$ cat config.mk
export PLATFORM = sky130hd
export DESIGN_NAME = nor_target
export DESIGN_NICKNAME = d
export VERILOG_FILES = /design/src/rtl/nor_pkg.sv /design/src/rtl/nor_sync2.sv /design/src/rtl/nor_target.sv
export SDC_FILE = /design/constraint.sdc
export NUM_CORES = 1
export LEC_CHECK = 0
export ABC_CLOCK_PERIOD_IN_PS = 2600
export BUFFER_PORTS_ARGS = -buffer_cell sky130_fd_sc_hd__buf_2
export CELL_PAD_IN_SITES_DETAIL_PLACEMENT = 2
export CELL_PAD_IN_SITES_GLOBAL_PLACEMENT = 2
export CORE_ASPECT_RATIO = 1.2
export CORE_UTILIZATION = 31
export CTS_CLUSTER_DIAMETER = 150
export DETAILED_ROUTE_END_ITERATION = 12
export GPL_ROUTABILITY_DRIVEN = 0
export HOLD_SLACK_MARGIN = 0.02
export PLACE_DENSITY = 0.85
export SLEW_MARGIN = 20
export SYNTH_ARGS = -nofsm -noshare
export SYNTH_HDL_FRONTEND = slang
export SYNTH_HIERARCHICAL = 1
export SYNTH_SLANG_ARGS = --single-unit
$ cat constraint.sdc
create_clock -name clk_i -period 2.6 [get_ports clk_i]
set_input_delay 0.65 -clock clk_i [delete_from_list [all_inputs] [get_ports clk_i]]
set_output_delay 0.65 -clock clk_i [all_outputs]
set_load 0.02 [all_outputs]
$ cat src/rtl/nor_pkg.sv
// Shared NOR bus definitions, used by the NOR target and the NOR bus initiator.
//   nor_state_e          : target FSM state encoding
//   NorBusyCyclesDefault : default RY/BY low time after a write commit, in clocks
//   nor_state_busy()     : 1 for states in which RY/BY is driven low
package nor_pkg;

  typedef enum logic [2:0] {
    StIdle    = 3'd0,
    StRdReq   = 3'd1,
    StRdDrive = 3'd2,
    StWrReq   = 3'd3,
    StWrBusy  = 3'd4,
    StRelease = 3'd5
  } nor_state_e;

  localparam logic [7:0] NorBusyCyclesDefault = 8'd5;

  function automatic logic nor_state_busy(nor_state_e s);
    return (s == StWrReq) || (s == StWrBusy);
  endfunction

endpackage

$ cat src/rtl/nor_sync2.sv
// Two-flop synchronizer bank for the active-low NOR strobes.
// Flops reset to 1 so that a reset reads as "all strobes deasserted".
//   clk_i  : destination clock
//   rst_ni : asynchronous active-low reset
//   d      : asynchronous inputs
//   q      : synchronized outputs (2 clocks of latency)
module nor_sync2 #(
  parameter int unsigned WIDTH = 3
) (
  input  logic             clk_i,
  input  logic             rst_ni,
  input  logic [WIDTH-1:0] d,
  output logic [WIDTH-1:0] q
);

  logic [WIDTH-1:0] meta_q;
  logic [WIDTH-1:0] sync_q;

  always_ff @(posedge clk_i or negedge rst_ni) begin
    if (!rst_ni) begin
      meta_q <= '1;
      sync_q <= '1;
    end else begin
      meta_q <= d;
      sync_q <= meta_q;
    end
  end

  assign q = sync_q;

endmodule

$ cat src/rtl/nor_target.sv
// NOR flash target: decodes asynchronous NOR strobes into single requests on a
// backing-store port, drives read data back and signals write busy on RY/BY.
//   clk_i, rst_ni         : clock, asynchronous active-low reset
//   nor_ce_i/we_i/oe_i    : active-low NOR strobes (asynchronous to clk_i)
//   nor_addr_i, nor_data_i: NOR address and write data
//   nor_data_o, nor_data_oe: read data and its bus-drive enable
//   nor_ry_o              : 1 = ready, 0 = busy
//   mem_*                 : backing-store request/ack port
//   proto_err_o           : one-cycle pulse on ce=we=oe=0
module nor_target
  import nor_pkg::*;
#(
  parameter int unsigned ADDRBITS    = 26,
  parameter int unsigned DATABITS    = 16,
  parameter logic [7:0]  BUSY_CYCLES = NorBusyCyclesDefault
) (
  input  logic                clk_i,
  input  logic                rst_ni,
  input  logic                nor_ce_i,
  input  logic                nor_we_i,
  input  logic                nor_oe_i,
  input  logic [ADDRBITS-1:0] nor_addr_i,
  input  logic [DATABITS-1:0] nor_data_i,
  output logic [DATABITS-1:0] nor_data_o,
  output logic                nor_data_oe,
  output logic                nor_ry_o,
  output logic                mem_req_o,
  output logic                mem_we_o,
  output logic [ADDRBITS-1:0] mem_addr_o,
  output logic [DATABITS-1:0] mem_data_o,
  input  logic [DATABITS-1:0] mem_data_i,
  input  logic                mem_ack_i,
  output logic                proto_err_o
);

  logic [2:0] strobe_s;
  logic       ce_s, we_s, oe_s;

  nor_sync2 #(
    .WIDTH (3)
  ) u_sync (
    .clk_i  (clk_i),
    .rst_ni (rst_ni),
    .d      ({nor_ce_i, nor_we_i, nor_oe_i}),
    .q      (strobe_s)
  );

  assign ce_s = strobe_s[2];
  assign we_s = strobe_s[1];
  assign oe_s = strobe_s[0];

  nor_state_e          state_q, state_d;
  logic [ADDRBITS-1:0] addr_q, addr_d;
  logic [DATABITS-1:0] wdata_q, wdata_d;
  logic [DATABITS-1:0] rdata_q, rdata_d;
  logic [7:0]          cnt_q, cnt_d;
  logic                abort_q, abort_d;

  always_ff @(posedge clk_i or negedge rst_ni) begin
    if (!rst_ni) begin
      state_q <= StIdle;
      addr_q  <= '0;
      wdata_q <= '0;
      rdata_q <= '0;
      cnt_q   <= '0;
      abort_q <= 1'b0;
    end else begin
      state_q <= state_d;
      addr_q  <= addr_d;
      wdata_q <= wdata_d;
      rdata_q <= rdata_d;
      cnt_q   <= cnt_d;
      abort_q <= abort_d;
    end
  end

  always_comb begin
    state_d = state_q;
    addr_d  = addr_q;
    wdata_d = wdata_q;
    rdata_d = rdata_q;
    cnt_d   = cnt_q;
    abort_d = abort_q;
    unique case (state_q)
      StIdle: begin
        abort_d = 1'b0;
        // Address/data pins are sampled once the strobes have crossed the
        // synchronizer, so they have been stable for at least two clocks.
        if (!ce_s) begin
          if (!we_s && !oe_s) begin
            state_d = StRelease;
          end else if (!oe_s) begin
            addr_d  = nor_addr_i;
            state_d = StRdReq;
          end else if (!we_s) begin
            addr_d  = nor_addr_i;
            wdata_d = nor_data_i;
            state_d = StWrReq;
          end
        end
      end
      StRdReq: begin
        // Initiator gave up: finish the access but never drive the bus.
        if (ce_s) abort_d = 1'b1;
        if (mem_ack_i) begin
          rdata_d = mem_data_i;
          state_d = (abort_q || ce_s) ? StRelease : StRdDrive;
        end
      end
      StRdDrive: begin
        if (ce_s || oe_s) state_d = StIdle;
      end
      StWrReq: begin
        if (mem_ack_i) begin
          cnt_d   = '0;
          state_d = StWrBusy;
        end
      end
      StWrBusy: begin
        if (cnt_q == BUSY_CYCLES) state_d = StRelease;
        else                      cnt_d   = cnt_q + 8'd1;
      end
      StRelease: begin
        if (ce_s) state_d = StIdle;
      end
      default: state_d = StIdle;
    endcase
  end

  assign mem_req_o   = (state_q == StRdReq) || (state_q == StWrReq);
  assign mem_we_o    = (state_q == StWrReq);
  assign mem_addr_o  = addr_q;
  assign mem_data_o  = wdata_q;
  assign nor_data_o  = rdata_q;
  // Gated with we so a stray write strobe can never collide with our drive.
  assign nor_data_oe = (state_q == StRdDrive) && we_s;
  assign nor_ry_o    = !nor_state_busy(state_q);
  assign proto_err_o = (state_q == StIdle) && !ce_s && !we_s && !oe_s;

endmodule
## Word level (Yosys, flattened, before mapping)

Cells that the tools add are included.

- Flip-flop bits (word level): 76
- Bits in latches: 0
- Memory bits (writable): 0
- Bits in read-only memories: 0
- Input bits: 64
- Output and inout port bits: 63
- Logic and storage cells: 68
- Memories: 0

- Add/subtract/negate cells: 1
- Multipliers: 0
- Div/mod/pow operators: 0
- Magnitude comparators: 0
- Eq/ne operators: 16
- Shifts and indexed selects: 0
- Multiplexer cells: 18
- Bitwise gates (word level): 3
- Reductions and logical operators: 22

Operators with widths:

| kind | count |
|---|---|
| 26-bit two-way mux | 2 |
| 3-bit two-way mux | 10 |
| 3-bit case mux with 6 select lines | 1 |
| 8-bit two-way mux | 2 |
| 8-bit case mux with 2 select lines | 1 |
| 2-bit inequality test (second input constant) | 6 |
| 8-bit by 1-bit adder with 8-bit output (second input constant) | 1 |
| 8-bit by 3-bit == test with 1-bit output (second input constant) | 1 |
| 7-bit AND reduction | 1 |
| 3-bit by 2-bit == test with 1-bit output (second input constant) | 2 |
| 3-bit == test (second input constant) | 2 |
| 2-bit by 1-bit inequality test with 1-bit output (second input constant) | 3 |
| 1-bit logical AND | 5 |
| 5-bit AND reduction | 1 |
| 1-bit zero test | 4 |
| 1-bit logical OR | 4 |
| 4-bit inequality test (second input constant) | 1 |
| 2-bit AND reduction | 2 |
| 4-bit AND reduction | 1 |
| 2-bit nonzero test | 2 |
| 3-bit by 1-bit == test with 1-bit output (second input constant) | 1 |
| 3-bit zero test | 1 |
| 1-bit inverter | 3 |
| 3-bit AND reduction | 1 |
| other kinds (2) | 2 |

## Longest topological paths before layout

Gate-level depths: netlist of run 1.

- Depth after elaboration: 5
- Mapped depth: 6
- Depth with buffers taken out: 6

## By module

The synthesis of run 1 kept the hierarchy.

Modules (own cells, without submodules):

| module | times used | cells each | area an instance (µm²) |
|---|---|---|---|
| nor_target | 1 | 211 | 3067.9 |
| nor_sync2 | 1 | 6 | 157.7 |

## Worst setup path after synthesis of run 1

OpenSTA, ideal clock, no wires.

- Path kind: register to output
- Start: register state_q[1]
- End: output proto_err_o
- Arrival: 1.485 ns
- Slack: 0.465 ns
- Stages on the path, launching flop included: 4
- Path buffers: 1
- Path through: dfrtp_1 -> buf_6 -> or4_4 -> nor3_1

- Word-level cells in the longest chain between the ends: 4

RTL lines:

| item | RTL line | RTL |
|---|---|---|
| start, declared | nor_target.sv:52 | `nor_state_e state_q, state_d;` |
| start signal, assigned | nor_target.sv:61 | `state_q <= StIdle;` |
| start signal, assigned | nor_target.sv:68 | `state_q <= state_d;` |
| 3-bit zero test | nor_target.sv:138 | `assign proto_err_o = (state_q == StIdle) && !ce_s && !we_s && !oe_s;` |
| 1-bit logical AND (3 in series) | nor_target.sv:138 |  |
| end, declared | nor_target.sv:33 | `output logic proto_err_o` |

Every way passes these cells.

## Final worst setup path of run 1

- Start: register state_q[0]
- End: output proto_err_o

Same word-level chain as after synthesis.

==> run summary, run 1 <==
Final min period: 2410 ps
Post-synth top flop: dfrtp_1
Cell Area, Synth: 0.00323 mm2
Average wire per standard cell: 17.1 um
Normalized max-slew margin: 65.4%
Critical path arrival: 1760 ps
Endpoint class of the critical path: output port
Worst endpoint required time: 1950 ps
Pint: 3.63 mW
Clock sink count: 76
Power share of the sequential group: 36.5%
Clk buf depth: 2
Root Driver: clkbuf_16
Worst-Margin Slew: 514 ps
Via density: 4.73
Net switching power: 2.14 mW
Leading area contributor after synthesis: dfrtp_1
Post-route ant nets: 0
Unrepaired setup endpoints after global routing: false
Placeable Area: 0.0101 mm2
Critical path launch point type: flop
Clk slew on worst S/H paths: 50 ps
Slew Limit Fails: 0
Final WL: 8180 um
Max_cap viols: 0
Clock skew: 5.75 ps
H-tree depth reported by CTS: 3
Post-synth ARST share: 100%
Vias in the first global route: 2605
Port bufs: 126
Synth Register Bits: 76
Layout area overhead: 33.0%
DIE WIDTH: 95.1 um
Status: completed
Synthesized area per cell: 14.9 um2
Cell variety after synth: 37
Max Fclk: 0.414 GHz
Initial antenna violation count: 1
Initial DRC count: 84
Vias: 2264
TritonCTS Buffers: 9
Largest net degree at the start of global routing: 42
Boundary Pins: 127
Drt first pass iters: 4
First-pass GRT wire length: 13000 um
Power share of the clock group: 22.1%
Die H: 114 um
Sequential element share of the synthesized area: 59.2%
VDD IR max: 0.000505 V
CTS Hold Bufs: 0
Critical Path Fanout Max: 12
Fin Setup TNS: 0 ps
Main area contributors after synthesis: dfrtp_1, mux2_4, mux2_2
Die Area: 0.0108 mm2
Final core utilization: 42.6%
Tot Pwr: 5.77 mW
Hpwl dp: 6240 um
Post_cts resized: 0
Synth Net Count: 283
Hold Path Class: primary input to async pin
Post-route clock period utilization: 92.9%
Tot GR Track Use: 16.3%
Share of layout cells above drive strength 1: 60.8%
Kind of critical path: flop to output port
Final hold violations: 0
Final setup fails: 0
Nets: 413
Leak Pwr: 2.18 nW
Clock latency on the worst-skew pair: 340 ps
GR Overflow Total: 0
Commonest non-fill, non-tap cell in the layout: buf_2
Initial Utilization: 32.1%
Most frequent cells in the layout: buf_2, dfrtp_1, mux2_4, mux2_2, clkbuf_16
Setup bufs post-CTS: 0
Mapped Cells: 217
Std cell rows: 40
Power density over cell area: 1340 mW/mm2
Top cell type's share of synthesized area: 54.3%
TritonCTS clock tree: done
DRC errors left: 0
Synthesis Warnings: 6
Post-synth EDFFs: 0
Switching share of power: 37.1%
Logic gate share of total power: 41.4%
==> worst max-delay path, cell delays in order, from the launching register on <==
cell and delay [ps]:
dfrtp_1 500, or4_4 580, nor3_1 150, buf_2 200
==> cell families after synthesis <==
family | count (synthesis) | synth area share (%)
AOI/OAI and AO/OA | 22 | 5.00
and+or+nand+nor | 43 | 7.56
buffers and inverters | 13 | 2.79
DFF | 76 | 59.2
muxes | 60 | 24.4
adders and majority gates | 2 | 0.776
xor gates and xnor gates | 1 | 0.272
==> cells in the mapped netlist (2+ instances only) <==
library cell	n
dfrtp_1	70
mux2_4	30
mux2_2	29
nor2_1	8
and3_1	7
nor3_1	7
a21oi_1	6
dfstp_2	6
nand3_1	6
buf_6	5
nand2_1	4
a211o_1	3
a31oi_1	3
buf_2	3
clkbuf_1	3
and2_1	2
ha_1	2
inv_1	2
nand2b_1	2
o22ai_1	2
==> metrics by stage <==
| stage | std cells | area [um2] | setup slack [ps] | hold WS, ps |
|---|---|---|---|---|
| 3_5_place_dp | 462 | 3980 | 522 | 351 |
| 6_report | 479 | 4290 | 185 | 273 |
| 3_3_place_gp | 462 | 3980 | 567 | 346 |
| 5_1_grt | 478 | 4290 | 90.9 | 288 |
| 4_1_cts | 478 | 4290 | 138 | 271 |
| 2_1_floorplan | 217 | 3230 | 465 | 345 |
==> power groups by stage <==
stage | combinational (mW) | sequential [mW] | clock (mW)
finish | 2.39 | 2.11 | 1.28
global route | 2.57 | 2.19 | 1.36
floorplan | 1.08 | 2.61 | 0
global placement | 2.32 | 2.08 | 0
detailed placement | 2.43 | 2.13 | 0
CTS | 2.43 | 2.12 | 1.33
==> path summary, 6_finish.rpt <==
check                                       endpoint                  startpoint  depth (start not counted)  slack, ps
max                                      proto_err_o      state_q[0]$_DFFE_PN0P_                          3        190
min                        nor_data_o[4]$_DFFE_PN0P_                      rst_ni                          1        270
max reg2reg                mem_data_o[9]$_DFFE_PN0P_      state_q[0]$_DFFE_PN0P_                          4        550
min reg2reg                    u_sync/q[2]$_DFF_PN1_  u_sync/meta_q[2]$_DFF_PN1_                          0        360
max in group asynchronous      u_sync/q[2]$_DFF_PN1_                      rst_ni                          2       1670
min in group clk_i             u_sync/q[2]$_DFF_PN1_  u_sync/meta_q[2]$_DFF_PN1_                          0        360
==> state kept, by name (all words and copies together) (netlist names) <==
name           count
abort_q            1
cnt_q              8
mem_addr_o        26
mem_data_o        16
nor_data_o        16
state_q            3
u_sync/meta_q      3
u_sync/q           3
==> per-layer routing <==
metal | track usage, % | part of all wire [%] | up-vias | wire length, um
met5 | 0 | 0 | - | 0
met4 | 7.78 | 2.3 | 0 | 192
met3 | 5.33 | 6.3 | 16 | 514
met2 | 28.9 | 54 | 84 | 4420
met1 | 17.0 | 37 | 1127 | 3050
li1 | - | - | 1037 | -
==> layout make-up <==
type / count / area (um2)
well taps: 126 / 158
inverters: 2 / 7.51
flip-flops and latches: 76 / 1910
repair buffers: 130 / 676
multi-input cells: 128 / 1230
clock buffers: 12 / 256
fillers: 1033 / 5770
diodes: 1 / 2.50
clock inverters: 4 / 55.1
Power figures use the tool's default switching activity.
==> run 2: changes to the inputs <==
Settings changed: ABC_AREA set to 0, CORE_ASPECT_RATIO 1.2 to 1.25.
==> run 2 against run 1 <==
Flip-flop and latch count did not move; via count rose by 1.1%; total power rose by 1.5%; clock skew fell by 1.4 ps; utilization barely moved; largest cell class unchanged; global-route usage fell by 0.069 points; setup slack got worse by 0.82 ps; final cell count rose by 0.42%; wire length rose by 2.9%; cell area rose by 0.35%; critical path depth did not move.
==> run summary, run 2 (synthesis gave the netlist of run 1 again) <==
Root Driver: clkbuf_16
Endpoint class of the critical path: output port
Switching share of power: 37.0%
Post-route ant nets: 0
Max Fclk: 0.414 GHz
Status: completed
Power share of the sequential group: 36.2%
CTS Hold Bufs: 0
Critical Path Fanout Max: 12
Tot GR Track Use: 16.2%
Logic gate share of total power: 40.8%
Die Area: 0.0108 mm2
Placed cell areas: 0.00398 mm2
Most frequent cells in the layout: buf_2, dfrtp_1, mux2_4, mux2_2, clkbuf_16
Setup bufs post-CTS: 0
Slew Limit Fails: 0
VDD IR max: 0.000436 V
TritonCTS Buffers: 9
Hold Path Class: primary input to async pin
Worst endpoint required time: 1950 ps
Vias: 2289
H-tree depth reported by CTS: 3
Average wire per standard cell: 17.5 um
Tot Pwr: 5.86 mW
Initial antenna violation count: 0
Number of fill cells: 1034
Vias in the first global route: 2519
Initial DRC count: 43
Unrepaired setup endpoints after global routing: false
PnR worst setup slack: 184 ps
Share of layout cells above drive strength 1: 61.1%
Placeable Area: 0.0101 mm2
Final hold violations: 0
First-pass GRT wire length: 13100 um
Reg area: 0.00191 mm2
Max_cap viols: 0
Leak Pwr: 2.19 nW
Critical path launch point type: flop
Normalized max-slew margin: 66.8%
Clk buf depth: 2
Power density over cell area: 1360 mW/mm2
Worst-Margin Slew: 493 ps
Final WL: 8410 um
Inst Count DP: 465
Largest net degree at the start of global routing: 44
Critical path arrival: 1770 ps
Clk slew on worst S/H paths: 60 ps
Power share of the clock group: 23.1%
GR Overflow Total: 0
Nets: 413
Boundary Pins: 127
Post_cts resized: 0
Final min period: 2420 ps
Hold WS: 270 ps
Post-route clock period utilization: 92.9%
Kind of critical path: flop to output port
Initial Utilization: 31.9%
Layout Cells excl Fill: 481
Net switching power: 2.16 mW
Final setup fails: 0
Via density: 4.76
Final instance area: 0.00431 mm2
DRC errors left: 0
Fin Setup TNS: 0 ps
Clock sink count: 76
Layout area overhead: 33.5%
Hpwl dp: 6190 um
Port bufs: 126
Clock latency on the worst-skew pair: 330 ps
Die H: 116 um
Std cell rows: 41
Drt first pass iters: 4
Pint: 3.69 mW
Largest register FFs: 26
Area of the multi-input gates: 0.00123 mm2
TritonCTS clock tree: done
Final core utilization: 42.6%
Clock skew: 4.38 ps
DIE WIDTH: 93.2 um
N_diodes: 0
Commonest non-fill, non-tap cell in the layout: buf_2
Setup slack after placement: 526 ps
-- run 2: final timing paths --
kind                                                  from                          to  slack (ps)  cells past startpoint
worst max-delay path                state_q[0]$_DFFE_PN0P_                 proto_err_o         180                      3
worst min-delay path                                rst_ni        cnt_q[4]$_DFFE_PN0P_         270                      1
worst max register to register      state_q[0]$_DFFE_PN0P_  mem_data_o[12]$_DFFE_PN0P_         560                      4
worst min register to register  u_sync/meta_q[0]$_DFF_PN1_       u_sync/q[0]$_DFF_PN1_         350                      0
max in group asynchronous                           rst_ni   mem_data_o[7]$_DFFE_PN0P_        1750                      2
min in group clk_i              u_sync/meta_q[0]$_DFF_PN1_       u_sync/q[0]$_DFF_PN1_         350                      0
-- run 2: critical path, stage by stage, from the launching register on --
cell and delay, ps:
dfrtp_1 500, or4_4 580, nor3_1 150, buf_2 200
-- run 2: final cells by class --
class	instances	share of cell area, %
Multi-Input combinational cell	128	28.5
Clock buffer	10	5.55
Sequential cell	76	44.3
Inverter	2	0.174
Tap cell	129	3.75
Timing Repair Buffer	130	15.7
Clock inverter	6	2.01
-- run 2: power groups by stage --
| stage | combinational, mW | clock [mW] | sequential (mW) |
|---|---|---|---|
| final | 2.39 | 1.35 | 2.12 |
| after global placement | 2.31 | 0 | 2.09 |
| after CTS | 2.43 | 1.39 | 2.13 |
| after detailed placement | 2.41 | 0 | 2.13 |
| after global routing | 2.57 | 1.43 | 2.20 |
| after floorplan | 1.08 | 0 | 2.61 |
-- run 2: routing by layer --
| layer | vias up | routed length, um | track usage [%] |
|---|---|---|---|
| met3 | 16 | 505 | 5.45 |
| li1 | 1040 | - | - |
| met5 | - | 0 | 0 |
| met1 | 1143 | 3150 | 17.1 |
| met4 | 0 | 204 | 7.18 |
| met2 | 90 | 4550 | 29.3 |
==> run 3: changes to the inputs <==
Settings changed: CTS_BUF_LIST set to sky130_fd_sc_hd__clkbuf_16.
==> run 3 against run 2 <==
Register-to-register slack barely moved; clock power about the same; total power is 0.59% lower; count of clock-buffer cells in the layout is 1 lower; global-route usage shrank 0.091 points; maximum frequency decreased by 0.33%; utilization shrank 0.099 points; die area did not move; combinational power is essentially flat; flip-flop and latch count did not move; via count decreased by 0.74%; cell area shrank 0.23%; critical path type unchanged.
==> run summary, run 3 (synthesis gave the netlist of run 1 again) <==
Status: completed
Leak Pwr: 2.19 nW
Initial DRC count: 55
Worst endpoint required time: 1950 ps
Final setup fails: 0
Placeable Area: 0.0101 mm2
Tot GR Track Use: 16.1%
Power density over cell area: 1360 mW/mm2
Final min period: 2420 ps
Boundary Pins: 127
Placed cell areas: 0.00398 mm2
Share of layout cells above drive strength 1: 60.8%
Clock latency on the worst-skew pair: 330 ps
Crit path max-delay family: simple AND/OR/NAND/NOR gates
VDD IR max: 0.000437 V
Post-route ant nets: 0
First-pass GRT wire length: 13000 um
Hold Path Class: primary input to async pin
Worst-Margin Slew: 494 ps
Area of the multi-input gates: 0.00123 mm2
H-tree depth reported by CTS: 3
Most frequent cells in the layout: buf_2, dfrtp_1, mux2_4, mux2_2, clkbuf_16
Slowest CP cell: or4_4
Clock skew: 5.55 ps
Layout area overhead: 33.2%
Post-route clock period utilization: 93.2%
Setup bufs post-CTS: 0
DIE WIDTH: 93.2 um
Vias in the first global route: 2521
Worst path max stage delay: 580 ps
Die Area: 0.0108 mm2
Critical path arrival: 1770 ps
Number of fill cells: 1032
Final WL: 8300 um
Worst-path cell chain: or4_4 -> nor3_1 -> buf_2
Commonest non-fill, non-tap cell in the layout: buf_2
Die H: 116 um
Max Fclk: 0.413 GHz
Normalized max-slew margin: 66.8%
Root Driver: clkbuf_16
Critical path launch point type: flop
R2R setup slack: 550 ps
Clk buf depth: 2
Setup slack after placement: 526 ps
Via density: 4.72
Critical Path Fanout Max: 12
Final hold violations: 0
Clk slew on worst S/H paths: 60 ps
Max_cap viols: 0
Nets: 413
Initial Utilization: 31.9%
PnR worst setup slack: 176 ps
TritonCTS Buffers: 9
Hpwl dp: 6190 um
Largest net degree at the start of global routing: 44
GR Overflow Total: 0
Reg area: 0.00191 mm2
Initial antenna violation count: 0
Port bufs: 126
Vias: 2272
CTS Hold Bufs: 0
Worst path bufs/invs: 1
Slew Limit Fails: 0
Final instance area: 0.00430 mm2
Average wire per standard cell: 17.2 um
Std cell rows: 41
Fin Setup TNS: 0 ps
Kind of critical path: flop to output port
Unrepaired setup endpoints after global routing: false
N_diodes: 0
Post_cts resized: 0
TritonCTS clock tree: done
Clock sink count: 76
Final core utilization: 42.5%
Endpoint class of the critical path: output port
Largest register FFs: 26
DRC errors left: 0
Drt first pass iters: 4
==> run 3: cell count changes in the layout (fill, tap and decap cells not counted), sizes merged <==
cell,delta
clkbuf,-1
clkinv,+1
==> run 3: per-stage QoR <==
step	cells	power [mW]	hold WS, ps
after detailed placement	465	4.55	347
after global placement	465	4.40	346
final	481	5.82	271
after global routing	481	6.17	294
after floorplan	217	3.70	345
after CTS	481	5.92	279
==> run 3: final timing paths <==
check / start / end / cells past startpoint
worst min-delay path: rst_ni / cnt_q[4]$_DFFE_PN0P_ / 1
worst min register to register: u_sync/meta_q[0]$_DFF_PN1_ / u_sync/q[0]$_DFF_PN1_ / 0
worst max register to register: state_q[0]$_DFFE_PN0P_ / mem_data_o[8]$_DFFE_PN0P_ / 4
worst max-delay path: state_q[0]$_DFFE_PN0P_ / proto_err_o / 3
max in group asynchronous: rst_ni / mem_addr_o[6]$_DFFE_PN0P_ / 2
min in group clk_i: u_sync/meta_q[0]$_DFF_PN1_ / u_sync/q[0]$_DFF_PN1_ / 0
==> run 3: final cells by class <==
cell class	count	share of cell area, %
Clock buffer	9	5.24
Multi-Input combinational cell	128	28.5
Inverter	2	0.175
Timing Repair Buffer	130	15.7
Clock inverter	7	2.10
Sequential cell	76	44.5
Tap cell	129	3.76
==> run 3: power breakdown <==
group	total, mW	switching (mW)	internal (mW)
sequential	2.12	0.385	1.73
combinational	2.38	1.29	1.10
clock	1.32	0.486	0.836
total	5.82	2.16	3.66
==> run 3: per-layer routing <==
| metal | share of wire, % | track usage (%) | vias up |
|---|---|---|---|
| li1 | - | - | 1039 |
| met1 | 37 | 17.1 | 1133 |
| met2 | 55 | 29.4 | 86 |
| met3 | 5.8 | 5.31 | 14 |
| met4 | 2.3 | 6.46 | 0 |
| met5 | 0 | 0 | - |
